<file path="config.mk">
export PLATFORM = sky130hd
export DESIGN_NAME = word_deserializer
export DESIGN_NICKNAME = d
export VERILOG_FILES = /design/src/rtl/word_deserializer_pkg.sv /design/src/rtl/word_deserializer.sv
export SDC_FILE = /design/constraint.sdc
export NUM_CORES = 1
export LEC_CHECK = 0
export ABC_AREA = 0
export BUFFER_PORTS_ARGS = -buffer_cell sky130_fd_sc_hd__buf_2
export CAP_MARGIN = 20
export CORE_MARGIN = 2
export CORE_UTILIZATION = 40
export DETAILED_ROUTE_END_ITERATION = 12
export SYNTH_ARGS = -nofsm -noshare
export SYNTH_HDL_FRONTEND = slang
export SYNTH_SLANG_ARGS = --single-unit
</file>
<file path="constraint.sdc">
create_clock -name clock_i -period 3.3 [get_ports clock_i]
set_input_delay 0.33 -clock clock_i [delete_from_list [all_inputs] [get_ports clock_i]]
set_output_delay 0.33 -clock clock_i [all_outputs]
set_load 0.05 [all_outputs]
</file>
<file path="src/rtl/word_deserializer_pkg.sv">
// Shared types and helpers for the word deserializer: FSM state encoding and
// the word-counter width calculation.
package word_deserializer_pkg;

    typedef enum logic [0:0] {
        COLLECT = 1'b0,
        HOLD    = 1'b1
    } state_t;

    // A single-word count still needs one counter bit.
    function automatic int cnt_width(input int word_count);
        int w;
        w = $clog2(word_count);
        if (w < 1) begin
            w = 1;
        end else begin
            w = w;
        end
        return w;
    endfunction

endpackage

</file>
<file path="src/rtl/word_deserializer.sv">
// Assembles WORD_COUNT serial words (LSW first) into one wide result and
// presents it with valid/ready. Optional overflow_o via WORD_DESERIALIZER_OVERFLOW_EN.
module word_deserializer
    import word_deserializer_pkg::*;
#(
    parameter int WIDTH      = 17,
    parameter int WORD_COUNT = 4
) (
    input  logic                          clock_i,
    input  logic                          reset_i,
    input  logic                          en_i,
    input  logic                          word_valid_i,
    input  logic [WIDTH-1:0]              word_i,
    output logic                          word_ready_o,
    output logic [WIDTH*WORD_COUNT-1:0]   result_o,
    output logic                          result_valid_o,
    input  logic                          result_ready_i
`ifdef WORD_DESERIALIZER_OVERFLOW_EN
    ,
    output logic                          overflow_o
`endif
);

    localparam int              CW       = cnt_width(WORD_COUNT);
    localparam logic [CW-1:0]   LAST_CNT = CW'(WORD_COUNT - 1);

    state_t                        state_r;
    state_t                        state_next_s;
    logic [CW-1:0]                 cnt_r;
    logic [CW-1:0]                 cnt_next_s;
    logic [WIDTH*WORD_COUNT-1:0]   result_r;
    logic [WIDTH*WORD_COUNT-1:0]   result_next_s;
    logic                          valid_r;
    logic                          valid_next_s;
    logic                          ready_s;
    logic                          accept_s;
    logic                          handshake_s;

    // Handshake qualifiers; en_i gates both sides so a stall freezes everything.
    always_comb begin
        ready_s     = en_i && (state_r == COLLECT);
        accept_s    = word_valid_i && ready_s;
        handshake_s = valid_r && result_ready_i && en_i;
    end

    // Next-state, counter and result-slice update.
    always_comb begin
        state_next_s  = state_r;
        cnt_next_s    = cnt_r;
        result_next_s = result_r;
        valid_next_s  = valid_r;
        case (state_r)
            COLLECT: begin
                if (accept_s) begin
                    for (int i = 0; i < WORD_COUNT; i++) begin
                        if (cnt_r == CW'(i)) begin
                            result_next_s[i*WIDTH +: WIDTH] = word_i;
                        end else begin
                            result_next_s[i*WIDTH +: WIDTH] = result_r[i*WIDTH +: WIDTH];
                        end
                    end
                    // Explicit wrap keeps non-power-of-2 counts correct.
                    if (cnt_r == LAST_CNT) begin
                        cnt_next_s   = {CW{1'b0}};
                        state_next_s = HOLD;
                        valid_next_s = 1'b1;
                    end else begin
                        cnt_next_s   = cnt_r + CW'(1);
                    end
                end else begin
                    cnt_next_s = cnt_r;
                end
            end
            HOLD: begin
                if (handshake_s) begin
                    state_next_s = COLLECT;
                    valid_next_s = 1'b0;
                end else begin
                    state_next_s = HOLD;
                end
            end
            default: begin
                state_next_s = COLLECT;
                cnt_next_s   = {CW{1'b0}};
                valid_next_s = 1'b0;
            end
        endcase
    end

    // State, counter and output registers with synchronous reset.
    always_ff @(posedge clock_i) begin
        if (reset_i) begin
            state_r  <= COLLECT;
            cnt_r    <= {CW{1'b0}};
            result_r <= {(WIDTH*WORD_COUNT){1'b0}};
            valid_r  <= 1'b0;
        end else begin
            state_r  <= state_next_s;
            cnt_r    <= cnt_next_s;
            result_r <= result_next_s;
            valid_r  <= valid_next_s;
        end
    end

`ifdef WORD_DESERIALIZER_OVERFLOW_EN
    logic overflow_r;

    // Sticky flag for words offered while the block could not take them.
    always_ff @(posedge clock_i) begin
        if (reset_i) begin
            overflow_r <= 1'b0;
        end else if (en_i && word_valid_i && !ready_s) begin
            overflow_r <= 1'b1;
        end else begin
            overflow_r <= overflow_r;
        end
    end

    assign overflow_o = overflow_r;
`endif

    assign word_ready_o   = ready_s;
    assign result_o       = result_r;
    assign result_valid_o = valid_r;

endmodule

</file>
==> impl_metrics.tcl <==
set metrics [dict create \
    worstMarginPinSlew_ns 0.7976 \
    p_per_area_nw_per_um2 493.9 \
    cp-start-kind "register" \
    rr_worst_depth 4 \
    synth_nets 296 \
    drc 0 \
    holdPathStages 3 \
    syn_inst 270 \
    vias_per_cell 4.564 \
    grtUsageTotal_pct 16.69 \
    clkTransAtPathRegs_ns 0.08 \
    final_common_cell "buf_2" \
    dr.pass1.iters 4 \
    ys_seq_area_share_pct 47.72 \
    grt_pass1_vias 2199 \
    clockRootBuffer "clkbuf_8" \
    clk_latency_ns 0.34 \
    fill_cells 732 \
    cp.arrival_ns 1.92 \
    postLayoutCoreUtil_pct 50.77 \
    gp_congestion 0.7112 \
    ctsLongestPathBuffers 2 \
    cts_tree "yes" \
    antenna_found_initial 0 \
    clock-sinks 72 \
    ys_ff_latch 72 \
    core_um2 7292 \
    grt_first_pass_wirelength_mm 10.83 \
    hold_path.class "in2reg" \
    skew_ns 0.01105 \
    dp_hpwl_mm 4.440 \
    chipWidth_um 90.90 \
    drt-total-wl_mm 6.543 \
    layout_common_cells "buf_2 (91), nand2b_1 (88), dfxtp_1 (72)" \
    layout_min_cycle_time_ns 1.644 \
    finalHoldViolations 0 \
    post_drt_wl_per_cell_um 14.19 \
    status "finished clean" \
    synth_warnings 0 \
    max_freq_ghz 0.6083 \
    synth_area_leaders "dfxtp_1 (48%), mux2i_1 (23%), nand2b_1 (18%)" \
    numCtsBuffers 9 \
    h-tree-depth 3 \
    yosys.area_share.simple_pct 22.12 \
    crit_path_end_kind "register" \
    io_pins 92 \
    yosys.area_share.adder_pct 1.657 \
    hold_buffers 0 \
    synth_top_family_by_area "multiplexers" \
    drt-initial-drc-count 33 \
    cp_max_fo 11 \
    slew_headroom_pct 46.79 \
    area_delta_synth_final_pct 22.58 \
    drive_gt1_share_pct 30.94 \
    cts_resized 0 \
    synth_top_area_cell "dfxtp_1" \
    n_antenna_cell 0 \
    synth-xor-area-share_pct 0 \
    final-setup-viol-count 0 \
    postRouteAntennaNets 0 \
    cp_data_required_time_ns 3.57 \
    leakage_uw 0.001941 \
    placementRows 31 \
    nets 383 \
    rsz0062_at_grt "false" \
    post-cts-setup-buffer-count 0 \
    globalRoute.totalOverflow 0 \
    ys_types 22 \
    die_h_um 90.90 \
    synth_top_cell_area_share_pct 47.72 \
    drv_slew 0 \
    setup_tns_ns 0 \
    synth_mux_area_share_pct 23.24 \
    path_class "reg2reg" \
    via_count 2104 \
    peakVddDrop_uv 223.0 \
    dieArea_um2 8262 \
    avgSynthCellArea_um2 11.19 \
    synth_area_um2 3020 \
    start_util_pct 41.42 \
    period_share_pct 49.81 \
    io_buffers 91 \
    synth-compound-area-share_pct 0.4143 \
    grt_start_max_net_pins 44 \
    drv_cap 0 \
]
-- report_power, final --
part | switching, µW | internal [µW]
clock | 321 | 423
combinational | 123 | 63.5
sequential | 10.6 | 887
-- worst max-delay path: stages (launching register included) --
cell	delay, ns
dfxtp_1	0.34
inv_1	0.09
ha_1	0.16
and4b_1	0.72
mux2i_1	0.26
-- sequential cells by signal, summed over array words and instances, names as in the netlist --
| register | cells |
|---|---|
| result_valid_o | 1 |
| result_o | 68 |
| cnt_r | 2 |
| state_r | 1 |
-- cell families (layout without fill, tap and decap cells) --
| logic type | Yosys count | in the layout |
|---|---|---|
| multiplexers | 70 | 70 |
| AND/OR/NAND/NOR | 101 | 101 |
| buffers and inverters | 21 | 113 |
| AO/OA/AOI/OAI | 2 | 2 |
| flip-flops | 72 | 72 |
| adder cells (fa/ha/maj) | 4 | 4 |
-- layer usage --
| layer | vias up | GRT usage (%) | part of all wire [%] |
|---|---|---|---|
| met5 | - | 0 | 0 |
| met3 | 9 | 6.427 | 6.6 |
| met2 | 65 | 25.31 | 43 |
| met1 | 961 | 21.63 | 49 |
| met4 | 0 | 6.061 | 1.6 |
| li1 | 1069 | - | - |
-- area by class of cell --
cell class                      count  area [µm²]  area share [%]
Sequential cell                    72        1441           38.93
Multi-Input combinational cell    177        1433           38.70
Timing Repair Buffer               95       485.5           13.11
Clock buffer                       10       127.6           3.447
Tap cell                           99       123.9           3.346
Clock inverter                      6       83.83           2.264
Inverter                            2       7.507          0.2028
-- cells in the mapped netlist, drive strengths merged --
cell type and count:
and2b 1, and4b 2, o22ai 2, and3b 1, dfxtp 72, inv 2
and3 2, nor2b 1, nor3 1, mux2 1, nand4b 4, buf 10
ha 4, nand2b 88, or2b 1, mux2i 69, clkbuf 9
-- through the flow --
stage	hold WS (ns)	setup slack (ns)	cells	area [µm²]	power, µW
floorplan	0.4814	2.062	270	3020	1064
global placement	0.4551	1.635	445	3491	1106
detailed placement	0.4599	1.602	445	3491	1106
CTS	0.3113	1.601	461	3702	1855
global route	0.3179	1.454	461	3702	1904
finish	0.3194	1.656	461	3702	1829
-- path summary, 6_finish.rpt --
path / from / endpoint / slack, ns
worst max-delay path: cnt_r[0] / result_o[36] / 1.66
worst min-delay path: word_i[11] / result_o[45] / 0.32
worst max register to register: cnt_r[0] / result_o[36] / 1.66
worst min register to register: result_o[37] / result_o[37] / 0.47
No activity file was read; power rests on OpenSTA's default activity.
